==> config.mk <==
export PLATFORM = sky130hd
export DESIGN_NAME = alu_mc
export DESIGN_NICKNAME = d
export VERILOG_FILES = /design/src/rtl/alu_pkg.sv /design/src/rtl/alu_mc_iter.sv /design/src/rtl/alu_mc.sv
export SDC_FILE = /design/constraint.sdc
export NUM_CORES = 1
export LEC_CHECK = 0
export ABC_AREA = 1
export BUFFER_PORTS_ARGS = -buffer_cell sky130_fd_sc_hd__buf_2
export CAP_MARGIN = 20
export CELL_PAD_IN_SITES_DETAIL_PLACEMENT = 1
export CELL_PAD_IN_SITES_GLOBAL_PLACEMENT = 2
export CORE_MARGIN = 2
export CORE_UTILIZATION = 35
export DETAILED_ROUTE_END_ITERATION = 6
export PLACE_DENSITY_LB_ADDON = 0.25
export SYNTH_ARGS = -nofsm -noshare
export SYNTH_HDL_FRONTEND = slang
export SYNTH_SLANG_ARGS = --single-unit
==> constraint.sdc <==
create_clock -name clk -period 4.2 [get_ports clk]
set_input_delay 0.21 -clock clk [delete_from_list [all_inputs] [get_ports clk]]
set_output_delay 0.21 -clock clk [all_outputs]
set_load 0.01 [all_outputs]
==> src/rtl/alu_pkg.sv <==
// Shared types and helpers for the multi-cycle ALU.
// Optional divider is controlled by the ALU_MC_DIV_EN macro.
package alu_pkg;

    localparam int unsigned WIDTH_DEF = 32;
    localparam int unsigned SHAMT_W   = $clog2(WIDTH_DEF);

    typedef enum logic [3:0] {
        OpAdd   = 4'b0000,
        OpSub   = 4'b0001,
        OpAnd   = 4'b0010,
        OpOr    = 4'b0011,
        OpXor   = 4'b0100,
        OpSll   = 4'b0101,
        OpSrl   = 4'b0110,
        OpSra   = 4'b0111,
        OpSlt   = 4'b1000,
        OpSltu  = 4'b1001,
        OpEq    = 4'b1010,
        OpNe    = 4'b1011,
        OpMul   = 4'b1100,
        OpMulhu = 4'b1101,
        OpDivu  = 4'b1110,
        OpRemu  = 4'b1111
    } op_t;

    typedef enum logic [1:0] {
        StIdle,
        StBusy,
        StDone
    } state_t;

    function automatic logic is_iterative(input op_t op);
`ifdef ALU_MC_DIV_EN
        return (op == OpMul) || (op == OpMulhu) || (op == OpDivu) || (op == OpRemu);
`else
        return (op == OpMul) || (op == OpMulhu);
`endif
    endfunction

endpackage

==> src/rtl/alu_mc_iter.sv <==
// Iterative engine: shift-add multiplier and, with ALU_MC_DIV_EN, a restoring divider.
// hi/lo present the register values after the current step, so they are final when done=1.
module alu_mc_iter
    import alu_pkg::*;
#(
    parameter int unsigned WIDTH = WIDTH_DEF
) (
    input  logic             clk,
    input  logic             rst_n,
    input  logic             start,
    input  op_t              op,
    input  logic [WIDTH-1:0] a,
    input  logic [WIDTH-1:0] b,
    output logic             done,
    output logic [WIDTH-1:0] hi,
    output logic [WIDTH-1:0] lo
);

    localparam int unsigned CntW = $clog2(WIDTH);

    logic             busy_q;
    logic [CntW-1:0]  cnt_q;
    logic [WIDTH-1:0] hi_q;
    logic [WIDTH-1:0] lo_q;
    logic [WIDTH-1:0] opnd_q;

    logic [WIDTH:0]   mul_sum;
    logic [WIDTH-1:0] mul_hi;
    logic [WIDTH-1:0] mul_lo;

    // hi_q accumulates the partial product; lo_q shifts the multiplier out as product bits enter
    always_comb begin
        mul_sum = {1'b0, hi_q} + (lo_q[0] ? {1'b0, opnd_q} : '0);
        mul_hi  = mul_sum[WIDTH:1];
        mul_lo  = {mul_sum[0], lo_q[WIDTH-1:1]};
    end

`ifdef ALU_MC_DIV_EN
    logic             div_q;
    logic             is_div;
    logic [WIDTH:0]   div_part;
    logic [WIDTH:0]   div_diff;
    logic [WIDTH-1:0] div_hi;
    logic [WIDTH-1:0] div_lo;

    assign is_div = (op == OpDivu) || (op == OpRemu);

    // hi_q is the partial remainder, lo_q shifts the dividend out and the quotient in
    always_comb begin
        div_part = {hi_q, lo_q[WIDTH-1]};
        div_diff = div_part - {1'b0, opnd_q};
        div_hi   = div_diff[WIDTH] ? div_part[WIDTH-1:0] : div_diff[WIDTH-1:0];
        div_lo   = {lo_q[WIDTH-2:0], ~div_diff[WIDTH]};
    end

    assign hi = div_q ? div_hi : mul_hi;
    assign lo = div_q ? div_lo : mul_lo;
`else
    logic unused_op;
    assign unused_op = ^op;
    assign hi        = mul_hi;
    assign lo        = mul_lo;
`endif

    assign done = busy_q && (cnt_q == CntW'(WIDTH - 1));

    always_ff @(posedge clk) begin
        if (!rst_n) begin
            busy_q <= 1'b0;
            cnt_q  <= '0;
            hi_q   <= '0;
            lo_q   <= '0;
            opnd_q <= '0;
`ifdef ALU_MC_DIV_EN
            div_q  <= 1'b0;
`endif
        end else if (start) begin
            busy_q <= 1'b1;
            cnt_q  <= '0;
            hi_q   <= '0;
`ifdef ALU_MC_DIV_EN
            div_q  <= is_div;
            lo_q   <= is_div ? a : b;
            opnd_q <= is_div ? b : a;
`else
            lo_q   <= b;
            opnd_q <= a;
`endif
        end else if (busy_q) begin
            hi_q  <= hi;
            lo_q  <= lo;
            cnt_q <= cnt_q + 1'b1;
            if (done) begin
                busy_q <= 1'b0;
            end
        end
    end

endmodule

==> src/rtl/alu_mc.sv <==
// Multi-cycle ALU with valid/ready on both sides; single-cycle ops finish in one cycle.
// Define ALU_MC_DIV_EN to build the iterative DIVU/REMU path, otherwise they flag illegal_op.
module alu_mc
    import alu_pkg::*;
#(
    parameter int unsigned WIDTH = WIDTH_DEF,
    parameter int unsigned OP_W  = 4
) (
    input  logic             clk,
    input  logic             rst_n,
    input  logic             in_valid,
    output logic             in_ready,
    input  logic [OP_W-1:0]  op,
    input  logic [WIDTH-1:0] a,
    input  logic [WIDTH-1:0] b,
    output logic             out_valid,
    input  logic             out_ready,
    output logic [WIDTH-1:0] result,
    output logic             zero,
    output logic             illegal_op
);

    localparam int unsigned ShW = $clog2(WIDTH);

    state_t           state_q;
    op_t              op_q;
    logic [WIDTH-1:0] result_q;
    logic             zero_q;
    logic             illegal_q;

    op_t              op_in;
    logic [ShW-1:0]   shamt;
    logic [WIDTH-1:0] alu_res;
    logic             alu_ill;
    logic             xfer;
    logic             iter_start;
    logic             iter_done;
    logic [WIDTH-1:0] iter_hi;
    logic [WIDTH-1:0] iter_lo;
    logic [WIDTH-1:0] iter_res;

    assign op_in      = op_t'(op);
    assign shamt      = b[ShW-1:0];
    assign in_ready   = (state_q == StIdle);
    assign out_valid  = (state_q == StDone);
    assign xfer       = in_valid && in_ready;
    assign iter_start = xfer && is_iterative(op_in);

    always_comb begin
        alu_res = '0;
        alu_ill = 1'b0;
        case (op_in)
            OpAdd:   alu_res = a + b;
            OpSub:   alu_res = a - b;
            OpAnd:   alu_res = a & b;
            OpOr:    alu_res = a | b;
            OpXor:   alu_res = a ^ b;
            OpSll:   alu_res = a << shamt;
            OpSrl:   alu_res = a >> shamt;
            OpSra:   alu_res = $unsigned($signed(a) >>> shamt);
            OpSlt:   alu_res[0] = $signed(a) < $signed(b);
            OpSltu:  alu_res[0] = a < b;
            OpEq:    alu_res[0] = (a == b);
            OpNe:    alu_res[0] = (a != b);
            OpMul, OpMulhu: alu_res = '0;
`ifdef ALU_MC_DIV_EN
            OpDivu, OpRemu: alu_res = '0;
`else
            OpDivu, OpRemu: alu_ill = 1'b1;
`endif
            default: alu_res = '0;
        endcase
    end

    alu_mc_iter #(
        .WIDTH (WIDTH)
    ) u_iter (
        .clk   (clk),
        .rst_n (rst_n),
        .start (iter_start),
        .op    (op_in),
        .a     (a),
        .b     (b),
        .done  (iter_done),
        .hi    (iter_hi),
        .lo    (iter_lo)
    );

    // MULHU and REMU take the upper register, MUL and DIVU the lower one
    assign iter_res = ((op_q == OpMulhu) || (op_q == OpRemu)) ? iter_hi : iter_lo;

    always_ff @(posedge clk) begin
        if (!rst_n) begin
            state_q   <= StIdle;
            op_q      <= OpAdd;
            result_q  <= '0;
            zero_q    <= 1'b0;
            illegal_q <= 1'b0;
        end else begin
            case (state_q)
                StIdle: begin
                    if (xfer) begin
                        op_q <= op_in;
                        if (is_iterative(op_in)) begin
                            state_q <= StBusy;
                        end else begin
                            state_q   <= StDone;
                            result_q  <= alu_res;
                            zero_q    <= (alu_res == '0);
                            illegal_q <= alu_ill;
                        end
                    end
                end
                StBusy: begin
                    if (iter_done) begin
                        state_q   <= StDone;
                        result_q  <= iter_res;
                        zero_q    <= (iter_res == '0);
                        illegal_q <= 1'b0;
                    end
                end
                StDone: begin
                    if (out_ready) begin
                        state_q <= StIdle;
                    end
                end
                default: state_q <= StIdle;
            endcase
        end
    end

    assign result     = result_q;
    assign zero       = zero_q;
    assign illegal_op = illegal_q;

endmodule
### After elaboration in Yosys (flattened, before gate mapping)

Index checks and enable logic that the tools add are counted.

* bits in registers: 142
* bits of input ports: 72
* output and inout port bits: 36
* word-level logic and storage cells: 92

* $add $sub $neg: 4
* $lt $le $gt $ge: 2
* equality and inequality tests: 26
* shifts and indexed selects: 3
* muxes and demuxes: 27
* bitwise operators: 4
* reductions and logical operators: 16

Operators by type and width (count)
* $pmux W31 S8: 1
* $mux W32: 7
* $logic_not A32 Y1: 2
* $lt A32 B32 Y1: 2
* $pmux W32 S2: 1
* $eq A4 B4 Y1 const B: 10
* $add A32 B33 Y33: 1
* $add A32 B32 Y32: 1
* $and A32 B32 Y32: 1
* $eq A32 B32 Y1: 1
* $ne A32 B32 Y1: 1
* $or A32 B32 Y32: 1
* $shl A32 B5 Y32: 1
* $shr A32 B5 Y32: 1
* $sshr A32 B5 Y32: 1
* $sub A32 B32 Y32: 1
* $xor A32 B32 Y32: 1
* $eq A4 B3 Y1 const B: 4
* $pmux W1 S12: 1
* $mux W1: 10
* $eq A4 B2 Y1 const B: 2
* $mux W2: 4
* $pmux W2 S3: 1
* $add A5 B1 Y5 const B: 1
* other kinds (17): 25

### Depth between registers and ports, before layout

Gate-level depths: netlist (run 1).

* depth after elaboration: 6
* mapped depth: 27
* depth with buffers taken out: 25

### Cells and area by module

Synthesis (run 1) repeated with hierarchy kept, for this count alone.

* cells, all modules: 3659
* area, all modules: 19648.8 um^2

Modules (own cells, without submodules)
* alu_mc: times used 1, cells an instance 2540, area each 12754.7 um^2, sequential area each 780.7 um^2
* alu_mc_iter: times used 1, cells an instance 1119, area each 6894.1 um^2, sequential area each 2042.0 um^2

### Least setup slack after synthesis (run 1)

Ideal clock, no wire load.

* kind: register to register
* start point: reg u_iter.lo_q[0]
* end point: reg zero_q, in the netlist zero
* library setup time: 56 ps
* arrival: 2831 ps
* data required time: 4144 ps
* slack: 1314 ps
* stages on the path, launching flop included: 27
* path buffers: 2
* clock period less this slack: 2886 ps
* cells stage by stage: dfxtp_1 > clkbuf_1 > clkbuf_1 > nand2_1 > inv_1 > ha_1 > inv_1 > fa_1 > inv_1 > nand3_1 > nand2_1 > nand2_1 > nand2_1 > nand2_1 > nand2_1 > nand2_1 > nand2_1 > nand2_1 > nand3_1 > nand2_1 > nor2_1 > nand2_1 > nor2_1 > nand4_1 > nand3_1 > nand2_1 > inv_1

* word-level cells in the longest chain between the ends: 6

RTL lines
* from (decl): RTL line alu_mc_iter.sv:24 `logic [WIDTH-1:0] lo_q;`
* from (signal assigned): RTL line alu_mc_iter.sv:91 `lo_q <= lo;`
* $mux W32: RTL line alu_mc_iter.sv:33 `mul_sum = {1'b0, hi_q} + (lo_q[0] ? {1'b0, opnd_q} : '0);`
* $add A32 B33 Y33: RTL line alu_mc_iter.sv:33
* $mux W32: RTL line alu_mc.sv:90 `assign iter_res = ((op_q == OpMulhu) || (op_q == OpRemu)) ? iter_hi : iter_lo;`
* $logic_not A32 Y1: RTL line alu_mc.sv:118 `zero_q <= (iter_res == '0);`
* $mux W1: RTL line alu_mc.sv:115 `if (iter_done) begin`
* $pmux W1 S2: RTL line alu_mc.sv:100 `case (state_q)`
* to (signal assigned): RTL line alu_mc.sv:109 `zero_q <= (alu_res == '0);`
* to (signal assigned): RTL line alu_mc.sv:118
* to (decl): RTL line alu_mc.sv:28 `logic zero_q;`

No other way between the ends. The select of a mux whose other input is x is not followed.
A chain may end at the register's enable or synchronous reset.

### Worst setup path in the final report (run 1)

Ends and elaborated chain as after synthesis.

==> flow_metrics.env, run 1 <==
export IMPL_status="completed"
export IMPL_fin_cells=4142
export IMPL_path_max_fanout=23
export IMPL_cts_htree_levels=4
export IMPL_seq_power_share_pct=28.3
export IMPL_syn_num_nets=3625
export IMPL_p_sw_share_pct=44.8
export IMPL_die_area_um2=54800
export IMPL_cp_data_required_time_ns=4.62
export IMPL_drive_above_1_share_pct=7.47
export IMPL_post_synth_top_count_cell="nand2_1"
export IMPL_cts_made_buffers=17
export IMPL_grt_total_usage_pct=39.2
export IMPL_dp_cells=4108
export IMPL_place_gp_congestion=1.11
export IMPL_place_ws_ns=0.534
export IMPL_setup_slack_ns=0.458
export IMPL_wl_met3_um=6080
export IMPL_worstMarginPinSlew_ns=1.11
export IMPL_power_mw=5.11
export IMPL_criticalPathCategory="reg -> reg"
export IMPL_peakVddDrop_mv=0.276
export IMPL_fill_cells=7464
export IMPL_p_per_area_nw_per_um2=252
export IMPL_grt_max_degree=87
export IMPL_synthFlopType="dfxtp_1"
export IMPL_cts_root_buffer="clkbuf_16"
export IMPL_fmax_mhz=267
export IMPL_avgSynthCellArea_um2=5.43
export IMPL_synth_common_cells="nand2_1 (1115), nand3_1 (554), inv_1 (406)"
export IMPL_synth_seq_cells=141
export IMPL_ant_nets=0
export IMPL_internal_power_mw=2.82
export IMPL_clkPwrFrac_pct=33.1
export IMPL_hold_violations=0
export IMPL_p_comb_share_pct=38.6
export IMPL_async_reset_ff_share_pct=0
export IMPL_rsz0062_at_grt="no"
export IMPL_synth_edf_count=0
export IMPL_port_buffers=107
export IMPL_gr_total_overflow=0
export IMPL_critPathCaptureType="flip-flop"
export IMPL_rows=84
export IMPL_synth_yosys_seq_area_share_pct=15.2
export IMPL_die_w_um=234
export IMPL_seq_area_um2=2820
export IMPL_io_pins=108
export IMPL_vias_per_cell=5.76
export IMPL_power_switching_mw=2.29
export IMPL_yosys_area_top_type="nand2_1"
export IMPL_drc=0
export IMPL_yosys_warnings=0
export IMPL_cp_arrival_ns=4.16
export IMPL_core_area_um2=52400
export IMPL_dr_pass1_iters=5
export IMPL_relSlewSlack_pct=26.1
export IMPL_route_met2_wl_um=50300
export IMPL_area_delta_synth_final_pct=9.38
export IMPL_synth_area_leaders="nand2_1 (23%), dfxtp_1 (15%), nand3_1 (15%), ha_1 (9.3%), inv_1 (8.2%)"
export IMPL_cts_clk_slew_worst_paths_ns=0.09
export IMPL_p_leak_nw=10.7
export IMPL_drt_iter0_markers=2080
export IMPL_syn_area_um2=18500
export IMPL_synth_top_area_share_pct=22.6
export IMPL_wl_met1_um=44600
export IMPL_fin_crit_ns=3.74
export IMPL_clock_skew_final_ns=0.0293
export IMPL_multi_input_area_um2=13400
export IMPL_tritoncts="built"
export IMPL_routed_top_layer="met4"
export IMPL_slew_viol_final=0
export IMPL_grt_first_pass_wirelength_um=156000
export IMPL_cts_resized=0
export IMPL_yosys_cell_types_count=52
export IMPL_layout_worst_path_cycle_share_pct=89.1
export IMPL_grt_pass1_vias=23875
export IMPL_num_nets_final=3653
export IMPL_routed_via_count=23854
export IMPL_max_cap_violations=0
export IMPL_cts_buffer_depth=2
export IMPL_setup_violations_final=0
export IMPL_clock_latency_ns=0.49
export IMPL_setup_worst_path_start_class="flip-flop"
export IMPL_clock_sinks=141
export IMPL_die_h_um=234
export IMPL_hpwl_um=89700
export IMPL_synth_cells=3412
export IMPL_initial_core_util_pct=35.3
export IMPL_tns_ns=0
export IMPL_wl_per_cell_um=26.2
export IMPL_hp_class="in -> reg"
export IMPL_wl_um=108000
export IMPL_antenna_found_initial=3
layout by cell type, fill, tap and decap left out, drive strengths merged, types with 2 or more instances in the layout:
cell type | synthesis | routed
a21boi | 6 | 6
a21o | 2 | 2
a21oi | 199 | 199
a31oi | 33 | 33
and2 | 7 | 7
buf | 96 | 162
bufinv | 0 | 2
clkbuf | 58 | 17
clkinv | 5 | 6
dfxtp | 141 | 141
fa | 3 | 3
ha | 138 | 138
inv | 420 | 431
mux2i | 2 | 2
nand2 | 1130 | 1130
nand3 | 556 | 556
nand3b | 9 | 9
nand4 | 33 | 33
nor2 | 297 | 297
nor3 | 30 | 30
nor4 | 3 | 3
o2111ai | 4 | 4
o211ai | 61 | 61
o21a | 3 | 3
o21ai | 116 | 116
o21bai | 22 | 22
o22ai | 15 | 15
or2 | 8 | 8
xor2 | 9 | 9
layout make-up:
| type | instances | area share [%] |
|---|---|---|
| repair buffers | 163 | 4.91 |
| clock inverters | 15 | 0.944 |
| multi-input cells | 2692 | 66.0 |
| diodes | 1 | 0.0123 |
| flip-flops and latches | 141 | 13.9 |
| inverters | 425 | 7.89 |
| clock buffers | 17 | 2.10 |
| well taps | 688 | 4.25 |
through the flow:
stage	utilization, %	hold WS [ns]	instance area [um2]
3_3_place_gp	37.5	0.455	19600
6_report	38.7	0.0564	20300
5_1_grt	38.7	0.0566	20300
4_1_cts	38.7	0.0273	20300
3_5_place_dp	37.5	0.455	19600
2_1_floorplan	-	0.364	18500
logic make-up (layout without fill, tap and decap cells):
logic type,count (synthesis),in the layout,share of synthesized area [%]
DFF,141,141,15.2
AOI/OAI and AO/OA,464,464,14.3
other,0,1,0
adders and majority gates,141,141,9.64
buffers and inverters,579,620,12.7
and+or+nand+nor,2074,2074,47.5
xor gates and xnor gates,10,10,0.472
muxes,3,3,0.169
layer usage:
| metal | global-route usage, % | up-vias |
|---|---|---|
| met3 | 5.48 | 213 |
| met1 | 47.6 | 11656 |
| met2 | 65.3 | 859 |
| met5 | 0 | - |
| li1 | - | 11126 |
| met4 | 24.1 | 0 |
state kept, by name, summed over array words and instances (netlist names):
| signal | flops |
|---|---|
| u_iter.busy_q | 1 |
| zero | 1 |
| u_iter.opnd_q | 32 |
| state_q | 2 |
| u_iter.hi_q | 32 |
| result | 32 |
| u_iter.cnt_q | 5 |
| u_iter.lo_q | 32 |
| op_q | 3 |
| illegal_op | 1 |
power by group through the flow:
stage | registers (mW) | clock network (mW) | logic [mW]
floorplan | 1.47 | 0 | 1.13
global placement | 1.47 | 0 | 1.88
detailed placement | 1.48 | 0 | 1.90
CTS | 1.45 | 1.72 | 1.91
global route | 1.45 | 1.76 | 2.10
finish | 1.45 | 1.69 | 1.97
worst max-delay path: stages (launching register included):
cell and delay (ns):
dfxtp_1 0.59, buf_12 0.23, nand2_1 0.06, inv_1 0.06
ha_1 0.16, inv_1 0.07, fa_1 0.43, inv_1 0.10
nand3_1 0.07, nand2_1 0.14, xor2_1 0.11, o21ai_0 0.67
nand2_1 0.10, nor3_1 0.17, nand4_1 0.10, nor2_1 0.22
nand4_1 0.15, nand3_1 0.13, nand2_1 0.08, inv_1 0.05
what timing repair did:
| item | in CTS | in global routing |
|---|---|---|
| hold buffers | 1 | 0 |
| endpoints found under the hold margin | 1 | 0 |
| setup buffers | 0 | 0 |
final timing paths:
kind,from,endpoint,slack [ns],cells past startpoint
setup / recovery,u_iter.lo_q[0],zero,0.46,19
setup reg to reg,u_iter.lo_q[0],zero,0.46,19
hold reg to reg,result[4],result[4],0.47,2
hold / removal,a[15],u_iter.opnd_q[15],0.06,3
Power figures use the tool's default switching activity.
==> run 2: changes to the inputs <==
- CORE_UTILIZATION: 35 -> 36
- CTS_BUF_LIST: unset -> sky130_fd_sc_hd__clkbuf_8
==> run 2 against run 1 <==
Net effect: flip-flop and latch count stayed put; routed wire length is 1.6% lower; critical path depth is 5 higher; power is 10% lower; hold slack worse by 0.012 ns; global-route usage hardly changed; critical path type unchanged; highest routed layer unchanged; sequential share of layout area is 0.15 points higher.
==> flow_metrics.env, run 2 (same netlist as run 1, synthesis figures left out) <==
export IMPL_tritoncts="built"
export IMPL_drive_above_1_share_pct=7.47
export IMPL_setup_violations_final=0
export IMPL_wl_um=107000
export IMPL_relSlewSlack_pct=30.2
export IMPL_grt_max_degree=87
export IMPL_drc=0
export IMPL_grt_first_pass_wirelength_um=155000
export IMPL_clkPwrFrac_pct=26.0
export IMPL_drt_iter0_markers=2068
export IMPL_cp_data_required_time_ns=4.66
export IMPL_worstMarginPinSlew_ns=1.05
export IMPL_cts_clk_slew_worst_paths_ns=0.11
export IMPL_wl_per_cell_um=25.8
export IMPL_layout_worst_path_cycle_share_pct=89.9
export IMPL_clock_skew_final_ns=0.0203
export IMPL_seq_power_share_pct=31.5
export IMPL_antenna_found_initial=2
export IMPL_final_common_cell="nand2_1"
export IMPL_r2r_start="u_iter.lo_q[0]"
export IMPL_area_delta_synth_final_pct=8.30
export IMPL_max_cap_violations=0
export IMPL_peakVddDrop_mv=0.149
export IMPL_die_h_um=231
export IMPL_final_util_pct=39.3
export IMPL_cp_arrival_ns=4.24
export IMPL_hp_class="in -> reg"
export IMPL_cts_htree_levels=4
export IMPL_io_pins=108
export IMPL_power_switching_mw=2.22
export IMPL_path_max_fanout=13
export IMPL_cts_buffer_depth=2
export IMPL_die_area_um2=53300
export IMPL_grt_total_usage_pct=39.2
export IMPL_cts_root_buffer="clkbuf_8"
export IMPL_p_comb_share_pct=42.6
export IMPL_dr_pass1_iters=5
export IMPL_clock_sinks=141
export IMPL_worst_hold_startpoint="b[12]"
export IMPL_die_w_um=231
export IMPL_internal_power_mw=2.37
export IMPL_p_per_area_nw_per_um2=229
export IMPL_grt_pass1_vias=23590
export IMPL_fin_crit_ns=3.78
export IMPL_vias_per_cell=5.81
export IMPL_p_sw_share_pct=48.3
export IMPL_status="completed"
export IMPL_hpwl_um=88900
export IMPL_tns_ns=0
export IMPL_setup_worst_path_start_class="flip-flop"
export IMPL_place_gp_congestion=1.04
export IMPL_rows=83
export IMPL_rsz0062_at_grt="no"
export IMPL_hold_violations=0
export IMPL_core_area_um2=51100
export IMPL_ant_nets=0
export IMPL_port_buffers=107
export IMPL_final_cell_mix="nand2_1 (1115), nand3_1 (554), inv_1 (406)"
export IMPL_initial_core_util_pct=36.3
export IMPL_gr_total_overflow=0
export IMPL_p_leak_nw=10.6
export IMPL_cts_made_buffers=17
export IMPL_routed_via_count=24021
export IMPL_critPathCaptureType="flip-flop"
export IMPL_num_nets_final=3652
export IMPL_slew_viol_final=0
export IMPL_post_cts_buffers=0
export IMPL_clock_latency_ns=0.52
export IMPL_criticalPathCategory="reg -> reg"
export IMPL_critPathLaunch="u_iter.lo_q[0]"
export IMPL_fmax_mhz=265
-- run 2: cell count changes in the layout (fill, tap and decap cells not counted), sizes merged --
cell / before / now
buf: 162 / 161
clkinv: 6 / 14
inv: 431 / 426
clkinvlp: 1 / 0
bufinv: 2 / 0
-- run 2: area by class of cell --
cell class / count / area [um2]
Antenna cell: 1 / 2.50
Clock buffer: 17 / 234
Clock inverter: 15 / 194
Fill cell: 7292 / 31000
Inverter: 425 / 1600
Multi-Input combinational cell: 2692 / 13400
Sequential cell: 141 / 2830
Tap cell: 680 / 851
Timing Repair Buffer: 162 / 988
-- run 2: timing repair --
item | 4_1_cts | 5_1_grt
setup endpoints to repair | 0 | 1
hold buffers | 1 | 0
endpoints found under the hold margin | 1 | 0
resized for setup | 0 | 1
-- run 2: metrics by stage --
step	setup slack [ns]	power (mW)	area [um2]	cells	hold slack, ns
2_1_floorplan	1.31	2.60	18500	3412	0.364
3_3_place_gp	0.298	3.33	19600	4099	0.452
3_5_place_dp	0.267	3.36	19600	4099	0.457
4_1_cts	0.214	4.55	20100	4132	0.0143
5_1_grt	0.232	4.80	20100	4133	0.0280
6_report	0.423	4.59	20100	4133	0.0441
-- run 2: final timing paths --
path,to,cells after the start,slack (ns)
max,zero,24,0.42
min,u_iter.lo_q[12],3,0.04
max reg2reg,zero,24,0.42
min reg2reg,result[0],2,0.47
-- run 2: critical path: stages, from the launching register on --
cell and delay (ns):
dfxtp_2 0.56, nand2_1 0.10, inv_1 0.07, ha_1 0.19
inv_1 0.07, fa_1 0.43, inv_1 0.18, nand3_1 0.09
nand2_1 0.18, nand2_1 0.07, nand2_1 0.17, nand2_1 0.11
nand2_1 0.14, nand2_1 0.15, nand2_1 0.14, nand2_1 0.07
nand3_1 0.13, nand2_1 0.08, nor2_1 0.12, nand2_1 0.07
nor2_1 0.21, nand4_1 0.14, nand3_1 0.13, nand2_1 0.08
inv_1 0.05
-- run 2: power by group through the flow --
stage               combinational [mW]  sequential (mW)  clock, mW
detailed placement                1.89             1.47          0
finish                            1.95             1.44       1.19
floorplan                         1.13             1.47          0
global route                      2.08             1.45       1.27
global placement                  1.86             1.47          0
CTS                               1.89             1.44       1.21
-- run 2: routing by layer --
layer / share of wire, % / global-route usage [%] / wire (um) / vias up
li1: - / - / - / 11135
met1: 42 / 49.0 / 44300 / 11728
met2: 47 / 66.0 / 49700 / 918
met3: 5.2 / 3.37 / 5550 / 240
met4: 6.7 / 22.8 / 7180 / 0
met5: 0 / 0 / 0 / -
==> run 3: changes to the inputs <==
--- a/config.mk
+++ b/config.mk
@@ -12,3 +12,3 @@
 export CELL_PAD_IN_SITES_GLOBAL_PLACEMENT = 2
-export CORE_MARGIN = 2
+export CORE_MARGIN = 5
 export CORE_UTILIZATION = 36
@@ -17,2 +17,3 @@
 export PLACE_DENSITY_LB_ADDON = 0.25
+export SKIP_CTS_REPAIR_TIMING = 1
 export SYNTH_ARGS = -nofsm -noshare
==> constraint.sdc (replaced) <==
create_clock -name clk -period 4.2 [get_ports clk]
set_input_delay 0 -clock clk [delete_from_list [all_inputs] [get_ports clk]]
set_output_delay 0 -clock clk [all_outputs]
set_load 0.01 [all_outputs]
==> run 3 against run 2 <==
Net effect: power is 2.5% higher; register-to-register slack worse by 0.09 ns; sequential share of layout area shrank 0.31 points; global-route usage is 3.6 points lower; final cell count grew 0.97%; clock-buffer cell count unchanged; worst setup slack worse by 0.086 ns; maximum frequency decreased by 2.2%; largest cell class unchanged; highest routed layer is now met5.
==> flow_metrics.env, run 3 (same netlist as run 1, synthesis figures left out) <==
export IMPL_power_switching_mw=2.11
export IMPL_tritoncts="built"
export IMPL_grt_first_pass_wirelength_um=153000
export IMPL_hold_violations=0
export IMPL_drive_above_1_share_pct=6.96
export IMPL_drt_iter0_markers=1867
export IMPL_die_h_um=237
export IMPL_fmax_mhz=259
export IMPL_crit_path_max_incr_delay_ns=0.61
export IMPL_core_area_um2=51200
export IMPL_critPathCaptureType="flip-flop"
export IMPL_cts_root_buffer="clkbuf_8"
export IMPL_routed_via_count=24080
export IMPL_rsz0062_at_grt="no"
export IMPL_worstMarginPinSlew_ns=0.939
export IMPL_area_delta_synth_final_pct=10.7
export IMPL_p_leak_nw=10.7
export IMPL_clock_latency_ns=0.49
export IMPL_rows=83
export IMPL_gr_total_overflow=0
export IMPL_clkPwrFrac_pct=27.2
export IMPL_seq_power_share_pct=30.7
export IMPL_clock_skew_final_ns=0.0120
export IMPL_crit_path_top_delay_cell="dfxtp_1"
export IMPL_cts_made_buffers=17
export IMPL_wl_per_cell_um=25.4
export IMPL_cts_buffer_depth=2
export IMPL_dr_pass1_iters=6
export IMPL_path_max_fanout=16
export IMPL_tns_ns=0
export IMPL_fill_cells=7325
export IMPL_place_gp_congestion=1.05
export IMPL_antenna_found_initial=3
export IMPL_hp_class="in -> reg"
export IMPL_setup_worst_path_start_class="flip-flop"
export IMPL_clock_sinks=141
export IMPL_p_sw_share_pct=44.8
export IMPL_layout_worst_path_cycle_share_pct=92.0
export IMPL_crit_top_cell="nand2_1"
export IMPL_min_path_cells=3
export IMPL_max_cap_violations=0
export IMPL_num_nets_final=3692
export IMPL_io_pins=108
export IMPL_vias_per_cell=5.77
export IMPL_setup_violations_final=0
export IMPL_relSlewSlack_pct=37.4
export IMPL_final_util_pct=40.1
export IMPL_grt_total_usage_pct=35.6
export IMPL_slew_viol_final=0
export IMPL_cp_data_required_time_ns=4.65
export IMPL_worst_hold_startpoint="a[31]"
export IMPL_p_comb_share_pct=42.1
export IMPL_final_cell_mix="nand2_1 (1115), nand3_1 (554), inv_1 (407)"
export IMPL_hold_path_end="u_iter.opnd_q[31]"
export IMPL_status="completed"
export IMPL_peakVddDrop_mv=0.192
export IMPL_grt_max_degree=90
export IMPL_cp_cell_sequence="buf_4 -> nand2_1 -> inv_1 -> ha_1 -> a21oi_1 -> nand2_1 -> nand2_1 -> nand2_1 -> nand2_1 -> nand2_1 -> nand2_1 -> nand3_1 -> o21ai_0 -> nand2_1 -> nor2_1 -> nand2_1 -> nor2_1 -> nand4_1 -> nand3_1 -> nand2_1 -> inv_1"
export IMPL_cp_arrival_ns=4.31
export IMPL_port_buffers=107
export IMPL_reg2reg_setup_slack_ns=0.34
export IMPL_grt_pass1_vias=23911
export IMPL_p_per_area_nw_per_um2=229
export IMPL_r2r_start="u_iter.lo_q[0]"
export IMPL_reg2reg_to="zero"
export IMPL_cts_htree_levels=4
export IMPL_rr_worst_depth=21
export IMPL_criticalPathCategory="reg -> reg"
export IMPL_design_area_um2=20500
export IMPL_hpwl_um=87500
export IMPL_drc=0
export IMPL_worst_hold_slack_ns=0.0129
export IMPL_ant_nets=0
export IMPL_placed_area_um2=19500
export IMPL_final_common_cell="nand2_1"
export IMPL_die_area_um2=56100
export IMPL_die_w_um=237
export IMPL_place_ws_ns=0.479
export IMPL_internal_power_mw=2.60
export IMPL_cts_clk_slew_worst_paths_ns=0.09
export IMPL_wl_um=106000
export IMPL_fin_crit_ns=3.86
export IMPL_setup_slack_ns=0.337
export IMPL_initial_core_util_pct=36.2
[run 3: power by group through the flow]
stage / Combinational, mW / Clock (mW) / Sequential, mW
2_1_floorplan: 1.13 / 0 / 1.47
6_report: 1.98 / 1.28 / 1.45
4_1_cts: 1.87 / 1.31 / 1.45
5_1_grt: 2.11 / 1.35 / 1.45
3_3_place_gp: 1.84 / 0 / 1.47
3_5_place_dp: 1.87 / 0 / 1.48
[run 3: final cells by class]
cell class	instances	area [um2]	share of cell area [%]
Antenna cell	1	2.50	0.0122
Clock inverter	15	209	1.02
Sequential cell	141	2820	13.8
Inverter	425	1600	7.79
Multi-Input combinational cell	2692	13400	65.2
Timing Repair Buffer	202	1420	6.90
Clock buffer	17	234	1.14
Tap cell	680	851	4.15
[run 3: worst max-delay path by stage]
stage / slack [ns] / end / from / depth (start not counted)
3_5_place_dp: 0.48 / zero / u_iter.lo_q[0] / 21
6_report: 0.34 / zero / u_iter.lo_q[0] / 21
2_1_floorplan: 1.31 / zero / u_iter.lo_q[0] / 26
5_1_grt: 0.18 / zero / u_iter.lo_q[0] / 21
3_3_place_gp: 0.48 / zero / u_iter.lo_q[0] / 21
4_1_cts: 0.44 / zero / u_iter.lo_q[0] / 21
[run 3: worst max-delay path, delay by kind of cell, from the launching register on]
kind | cells | cell delay, ns
AOI/OAI and AO/OA | 2 | 0.51
adders and majority gates | 1 | 0.28
buffers and inverters | 3 | 0.43
DFF | 1 | 0.61
and+or+nand+nor | 15 | 1.97
[run 3: layer usage]
metal / up-vias / GRT usage [%] / part of all wire [%]
li1: 11212 / - / -
met5: - / 0 / 0.012
met1: 11740 / 43.2 / 40
met3: 251 / 4.73 / 5.8
met4: 2 / 20.0 / 6.8
met2: 875 / 60.7 / 47
[run 3: metrics by stage]
step | power (mW) | instances
finish | 4.71 | 4173
global route | 4.91 | 4173
CTS | 4.63 | 4117
detailed placement | 3.34 | 4085
global placement | 3.32 | 4085
floorplan | 2.60 | 3412
